`config.mk`:
```
export PLATFORM = sky130hd
export DESIGN_NAME = l1_bus_arbiter
export DESIGN_NICKNAME = d
export VERILOG_FILES = /design/src/rtl/l1_bus_arbiter.sv
export SDC_FILE = /design/constraint.sdc
export NUM_CORES = 1
export LEC_CHECK = 0
export ABC_AREA = 1
export BUFFER_PORTS_ARGS = -buffer_cell sky130_fd_sc_hd__buf_2
export CAP_MARGIN = 5
export CORE_AREA = 2 2 150 152
export CTS_CLUSTER_SIZE = 30
export DETAILED_ROUTE_END_ITERATION = 16
export DIE_AREA = 0 0 152 154
export PLACE_DENSITY = 0.73
export SETUP_SLACK_MARGIN = 0.2
export SYNTH_ARGS = -nofsm -noshare
export SYNTH_HDL_FRONTEND = slang
export SYNTH_SLANG_ARGS = --single-unit
```
`constraint.sdc`:
```
create_clock -name clk -period 4.3 [get_ports clk]
set_input_delay 0.86 -clock clk [delete_from_list [all_inputs] [get_ports clk]]
set_output_delay 0.86 -clock clk [all_outputs]
set_load 0.01 [all_outputs]
```
`src/rtl/l1_bus_arbiter.sv`:
```
// rtl/l1_bus_arbiter.sv - two-cache L2 port arbiter with snoop cross-forwarding
// Write-backs beat reads, ties go round-robin, optional watchdog on l2_rdy.
module l1_bus_arbiter #(
    parameter int AW      = 24,
    parameter int DW      = 32,
    parameter int SW      = 3,
    parameter int TIMEOUT = 64
) (
    input  logic          clk,
    input  logic          reset,
    input  logic          req0_ce,
    input  logic          req0_rw,
    input  logic [AW-1:0] req0_addr,
    input  logic [DW-1:0] req0_wdata,
    output logic          req0_rdy,
    output logic [DW-1:0] req0_rdata,
    input  logic [SW-1:0] req0_snoop_req,
    input  logic [AW-1:0] req0_sp_addr,
    output logic [SW-1:0] req0_snoop_sig,
    output logic [AW-1:0] req0_sp_addr_in,
    input  logic          req1_ce,
    input  logic          req1_rw,
    input  logic [AW-1:0] req1_addr,
    input  logic [DW-1:0] req1_wdata,
    output logic          req1_rdy,
    output logic [DW-1:0] req1_rdata,
    input  logic [SW-1:0] req1_snoop_req,
    input  logic [AW-1:0] req1_sp_addr,
    output logic [SW-1:0] req1_snoop_sig,
    output logic [AW-1:0] req1_sp_addr_in,
    output logic          l2_ce,
    output logic          l2_rw,
    output logic [AW-1:0] l2_addr,
    output logic [DW-1:0] l2_wdata,
    input  logic [DW-1:0] l2_rdata,
    input  logic          l2_rdy,
    output logic [1:0]    grant,
    output logic          err
);

    localparam int CW = (TIMEOUT > 2) ? $clog2(TIMEOUT) : 1;

    typedef enum logic [1:0] {
        S_IDLE  = 2'd0,
        S_GRANT = 2'd1,
        S_RESP  = 2'd2
    } state_t;

    state_t        r_state;
    state_t        w_next;
    logic          r_last;
    logic [1:0]    r_grant;
    logic          r_rw;
    logic [AW-1:0] r_addr;
    logic [DW-1:0] r_wdata;
    logic          r_abort;
    logic [CW-1:0] r_cnt;
    logic [DW-1:0] r_rdata0;
    logic [DW-1:0] r_rdata1;
    logic [SW-1:0] r_snoop_sig0;
    logic [SW-1:0] r_snoop_sig1;
    logic [AW-1:0] r_sp_addr0;
    logic [AW-1:0] r_sp_addr1;

    logic w_any;
    logic w_win;
    logic w_wb0;
    logic w_wb1;
    logic w_timeout;

    assign w_any     = req0_ce | req1_ce;
    assign w_wb0     = req0_ce & ~req0_rw;
    assign w_wb1     = req1_ce & ~req1_rw;
    assign w_timeout = (TIMEOUT != 0) && (r_cnt == CW'(TIMEOUT - 1));

    // w_win is the index of the winning cache: class first, then not-last.
    always_comb begin
        w_win = 1'b0;
        if (req0_ce && req1_ce) begin
            if (w_wb0 != w_wb1) w_win = w_wb1;
            else                w_win = ~r_last;
        end else begin
            w_win = req1_ce;
        end
    end

    always_ff @(posedge clk) begin
        if (!reset) r_state <= S_IDLE;
        else        r_state <= w_next;
    end

    always_comb begin
        w_next   = r_state;
        l2_ce    = 1'b0;
        req0_rdy = 1'b0;
        req1_rdy = 1'b0;
        err      = 1'b0;
        grant    = 2'b00;
        case (r_state)
            S_IDLE: begin
                if (w_any) w_next = S_GRANT;
            end
            S_GRANT: begin
                l2_ce = 1'b1;
                grant = r_grant;
                if (l2_rdy || w_timeout) w_next = S_RESP;
            end
            S_RESP: begin
                grant    = r_grant;
                req0_rdy = r_grant[0];
                req1_rdy = r_grant[1];
                err      = r_abort;
                w_next   = S_IDLE;
            end
            default: w_next = S_IDLE;
        endcase
    end

    always_ff @(posedge clk) begin
        if (!reset) begin
            r_last       <= 1'b1;
            r_grant      <= 2'b00;
            r_rw         <= 1'b0;
            r_addr       <= '0;
            r_wdata      <= '0;
            r_abort      <= 1'b0;
            r_cnt        <= '0;
            r_rdata0     <= '0;
            r_rdata1     <= '0;
            r_snoop_sig0 <= '0;
            r_snoop_sig1 <= '0;
            r_sp_addr0   <= '0;
            r_sp_addr1   <= '0;
        end else begin
            r_snoop_sig0 <= req1_snoop_req;
            r_sp_addr0   <= req1_sp_addr;
            r_snoop_sig1 <= req0_snoop_req;
            r_sp_addr1   <= req0_sp_addr;
            case (r_state)
                S_IDLE: begin
                    if (w_any) begin
                        r_rw    <= w_win ? req1_rw    : req0_rw;
                        r_addr  <= w_win ? req1_addr  : req0_addr;
                        r_wdata <= w_win ? req1_wdata : req0_wdata;
                        r_grant <= w_win ? 2'b10 : 2'b01;
                        r_last  <= w_win;
                        r_cnt   <= '0;
                        r_abort <= 1'b0;
                    end
                end
                S_GRANT: begin
                    if (l2_rdy) begin
                        if (r_rw && r_grant[0]) r_rdata0 <= l2_rdata;
                        if (r_rw && r_grant[1]) r_rdata1 <= l2_rdata;
                    end else if (w_timeout) begin
                        r_abort <= 1'b1;
                        if (r_grant[0]) r_rdata0 <= '0;
                        if (r_grant[1]) r_rdata1 <= '0;
                    end else if (r_cnt != {CW{1'b1}}) begin
                        r_cnt <= r_cnt + 1'b1;
                    end
                end
                default: ;
            endcase
        end
    end

    assign l2_rw           = r_rw;
    assign l2_addr         = r_addr;
    assign l2_wdata        = r_wdata;
    assign req0_rdata      = r_rdata0;
    assign req1_rdata      = r_rdata1;
    assign req0_snoop_sig  = r_snoop_sig0;
    assign req1_snoop_sig  = r_snoop_sig1;
    assign req0_sp_addr_in = r_sp_addr0;
    assign req1_sp_addr_in = r_sp_addr1;

endmodule

```
Word-level counts from Yosys, hierarchy flattened --
Index checks and enable logic that the tools add are counted.
Operators by class: $add $sub $neg 1, eq/ne operators 13, multiplexer cells 31, bitwise logic cells 6, reductions and logical operators 16
Operators with widths (count):
- $mux W32 | 9
- $mux W24 | 1
- $mux W6 | 4
- $ne A2 B2 Y1 const B | 6
- $pmux W6 S2 | 1
- $reduce_and A4 Y1 | 3
- $mux W1 | 10
- $mux W2 | 4
- $reduce_bool A2 Y1 | 4
- $add A6 B1 Y6 const B | 1
- $eq A6 B6 Y1 const B | 1
- $ne A6 B6 Y1 const B | 1
- $reduce_and A5 Y1 | 1
- $ne A2 B1 Y1 const B | 2
- $pmux W2 S2 | 1
- $reduce_and A2 Y1 | 2
- $logic_and A1 B1 Y1 | 3
- $not A1 Y1 | 3
- $and A1 B1 Y1 | 2
- $eq A2 B1 Y1 const B | 1
- $eq A2 B2 Y1 const B | 1
- $logic_not A2 Y1 | 1
- $pmux W1 S2 | 1
- $reduce_or A2 Y1 | 1
- 3 further kinds | 3
Storage, ports and cells: flip-flop bits (word level) 187, input port bits 205, output and inout bits 181, word-level logic and storage cells 81

Depth between registers and ports, before layout --
word-level depth 6, depth in mapped cells 11, mapped depth without buffers 9

Worst setup path before layout --
OpenSTA, ideal clock, no wires.
path type input-to-reg, start point input port l2_rdy, end point register r_rdata0[10] (netlist: req0_rdata[10]), library setup time 115 ps, arrival time 1764 ps, data required time 4185 ps, path slack 2421 ps, stages 7, buffers on the path 2, path through buf_4 > nor2_1 > nor2_1 > buf_2 > nand3_1 > nand2_1 > nor2_1
Between the ends: longest elaborated chain between the ends 2
RTL lines:
- start: declaration | RTL line 36 | input logic l2_rdy,
- $ne A2 B1 Y1 (no source line) / $reduce_bool A2 Y1 (equally long branches)
- $reduce_and A4 Y1 (no source line)
- end signal: assignment | RTL line 153 | if (r_rw && r_grant[0]) r_rdata0 <= l2_rdata;
- end: declaration | RTL line 58 | logic [DW-1:0] r_rdata0;
Parallel ways exist; a longest one is shown, timed or not. A chain may end at the register's enable or synchronous reset.

Worst setup path after layout --
start point input port l2_rdy, end point register r_rdata1[7] (netlist: req1_rdata[7])
Between the ends: longest elaborated chain between the ends 2
RTL lines:
- $ne A2 B1 Y1 (no source line) / $reduce_bool A2 Y1 (equally long branches)
- $reduce_and A4 Y1 (no source line)
- end signal: assignment | RTL line 154 | if (r_rw && r_grant[1]) r_rdata1 <= l2_rdata;
- end: declaration | RTL line 59 | logic [DW-1:0] r_rdata1;
Parallel ways exist; a longest one is shown, timed or not.

==> results.md <==
- Status: complete, no violations
- Prevailing post-synth register cell: dfxtp_1
- Area leader, netlist: dfxtp_1
- Finished Layout Cells: 1741
- Clk sink count: 187
- Final setup skew: 0.0199 ns
- PD cells: 399 nW/um^2
- Full die area: 23400 sq um
- DP Wirelength: 18300 microns
- DR DRC count: 0
- Row count: 54
- I/O pins: 386
- Total negative slack: 0 ns
- Top cells by area, synth: dfxtp_1 (47%), nand2_1 (14%), nand3_1 (9.7%)
- Crit path capture: req1_rdata[7]
- Syn Inst Count: 1118
- Seq/Total Area, Yosys: 47.0%
- CTS resizes: 0
- Clk pin slew, worst setup/hold paths: 0.07 ns
- Initial DRC Count: 427
- Rel. slew slack: 17.5%
- Via density: 4.90
- Hold_ws: 0.462 ns
- Postcts setup bufs: 0
- Crit path capture type: flop
- Synth top area share: 47.0%
- RePlAce Congestion: 0.837
- Max clock buf depth: 2
- ANT nets after route: 0
- Routed WL: 26200 microns
- TritonCTS clock tree: done
- Final cycle utilization of the critical path: 66.7%
- Simple-gate share of the synthesized area: 33.3%
- Clk root buf: clkbuf_16
- Mapped cell area: 7960 sq um
- Area after DPL: 9900 sq um
- DRT Pass-1 Iters: 5
- RSZ-0062 raised after global routing: false
- Post-layout util: 48.5%
- Worst path max stage delay: 0.68 ns
- Core ar.: 21700 sq um
- Yosys Warn Count: 0
- Crit path required time: 4.58 ns
- Nets@finish: 1652
- GRT Util Overall: 21.7%
- GRT overflow: 0
- Largest net degree at the start of global routing: 123
- Critical-path cell list: buf_2 -> inv_1 -> nand2_2 -> nand3_2 -> nand2_1 -> a21oi_1
- CP startpoint: l2_rdy
- Via count: 8530
- Cts hold-fix bufs: 0
- Pleak: 6.06 nW
- Synthesized Nets: 1327
- Number of global-route vias before repair: 8029
- Final Hold Fails: 0
- WS Path Type: input port to flop
- Ys async rst share: 0%
- Peak supply drop: 0.000257 V
- Layout cells sized above 1: 30.2%
- Synth Area in Compound Gates: 5.64%
- Post-synthesis xor/xnor area fraction: 0%
- Initial antenna violation count: 10
- Mux cell area share after synthesis: 0%
- Reg2reg path depth: 8
- DP Cell Count: 1704
- R2r startpoint: r_cnt[0]
- DIE WIDTH: 152 microns
- Wire per inst: 15.1 microns
- Die Span Y: 154 microns
- Post-synth top cells: nand2_1 (294), dfxtp_1 (187), inv_1 (163)
- Hold Path Class: flop to flop
- Minimum clock period: 2.87 ns
- H-tree depth: 4
- Avg Cell Area, Syn: 7.12 sq um
- Slowest cell on crit path: nand3_2
- # fillers: 2146
- CP Launch Type: input port
- Crit path DAT: 3.15 ns
- Reg-to-reg slack, setup: 1.81 ns
- Largest family of logic cells by synthesized area: simple AND/OR/NAND/NOR gates
- Syn-to-layout area delta: 32.1%
- Most frequent cell after synthesis: nand2_1
- Reg-to-Reg End: req1_rdata[7]
- Final Cell Area: 10500 sq um
- CTS Buf Count: 17
- First-pass GRT wire length: 41600 microns
- Synth unique cells: 26
- Clock latency on the worst-skew pair: 0.44 ns
- # port buffers: 385
- Max Slew Vio Count: 0
- Setup violations, final: 0
- Max frequency: 0.349 GHz
- Yosys reg bits: 187
- Number of synthesized flops with an enable pin: 0
- Worst slew pin tran: 1.23 ns
- # Max-Cap Violations: 0
- Initial core utilization: 36.7%
- Worst Path Max Fanout: 37
- Adder-Cell Fraction of Synth Area: 0.629%
==> sequential cells by signal (all words and copies together) (netlist names) <==
register,count
l2_addr,24
r_last,1
req0_snoop_sig,3
r_abort,1
req0_sp_addr_in,24
req0_rdata,32
req1_sp_addr_in,24
req1_rdata,32
r_grant,2
l2_wdata,32
r_state,2
req1_snoop_sig,3
l2_rw,1
r_cnt,6
==> cells in the final DEF (no fill, tap or decap), drive strengths merged, types with 4 or more instances in the layout <==
cell type,synthesis,routed
a21oi,74,74
buf,53,394
clkinv,0,5
dfxtp,187,187
clkbuf,35,18
nand4,89,89
nand2,297,297
ha,4,4
nand3,156,156
o21ai,7,7
diode,0,5
nor2,44,44
inv,167,175
==> metal layers <==
| metal | vias up | global-route usage (%) | part of all wire (%) |
|---|---|---|---|
| met3 | 43 | 7.58 | 10 |
| met4 | 6 | 7.39 | 1.9 |
| li1 | 4211 | - | - |
| met2 | 391 | 35.6 | 47 |
| met1 | 3879 | 26.7 | 41 |
| met5 | - | 0 | 0.12 |
==> critical path, delay by kind of cell <==
kind / cells / cell delay [ns]
and+or+nand+nor: 3 / 1.44
buffers and inverters: 2 / 0.73
AOI/OAI and AO/OA: 1 / 0.10
==> final cells by class <==
cell class / instances / area (sq um) / area share (%)
Clock inverter: 14 / 169 / 1.61
Sequential cell: 187 / 3740 / 35.6
Multi-Input combinational cell: 676 / 3170 / 30.2
Timing Repair Buffer: 394 / 2010 / 19.1
Tap cell: 280 / 350 / 3.33
Clock buffer: 18 / 429 / 4.08
Antenna cell: 5 / 12.5 / 0.119
Inverter: 167 / 627 / 5.96
==> kinds of logic after synthesis <==
family | count (synthesis)
compound gates | 85
fa+ha+maj | 4
buf+inv | 255
flops | 187
simple gates | 587
==> per-stage QoR <==
step / total power, mW / setup slack (ns)
after floorplan: 2.36 / 2.42
after global routing: 4.41 / 1.17
after detailed placement: 2.66 / 1.01
after global placement: 2.64 / 1.10
final: 4.20 / 1.43
after CTS: 4.24 / 1.45
==> report_power, final <==
group | internal [mW] | switching, mW | leakage [nW]
clock network | 0.791 | 0.785 | 0.288
registers | 1.83 | 0.0481 | 1.53
logic | 0.263 | 0.478 | 4.23
==> worst min-delay path by stage <==
stage              startpoint             end  slack (ns)  cells after the start
2_1_floorplan         r_abort         r_abort        0.44                      2
3_3_place_gp    req1_rdata[0]   req1_rdata[0]        0.45                      2
3_5_place_dp    req1_rdata[2]   req1_rdata[2]        0.45                      2
4_1_cts        req1_rdata[17]  req1_rdata[17]        0.46                      2
5_1_grt        req1_rdata[26]  req1_rdata[26]        0.47                      2
6_report        req1_rdata[3]   req1_rdata[3]        0.46                      2
Note: power is estimated with default switching activity, not from simulation.
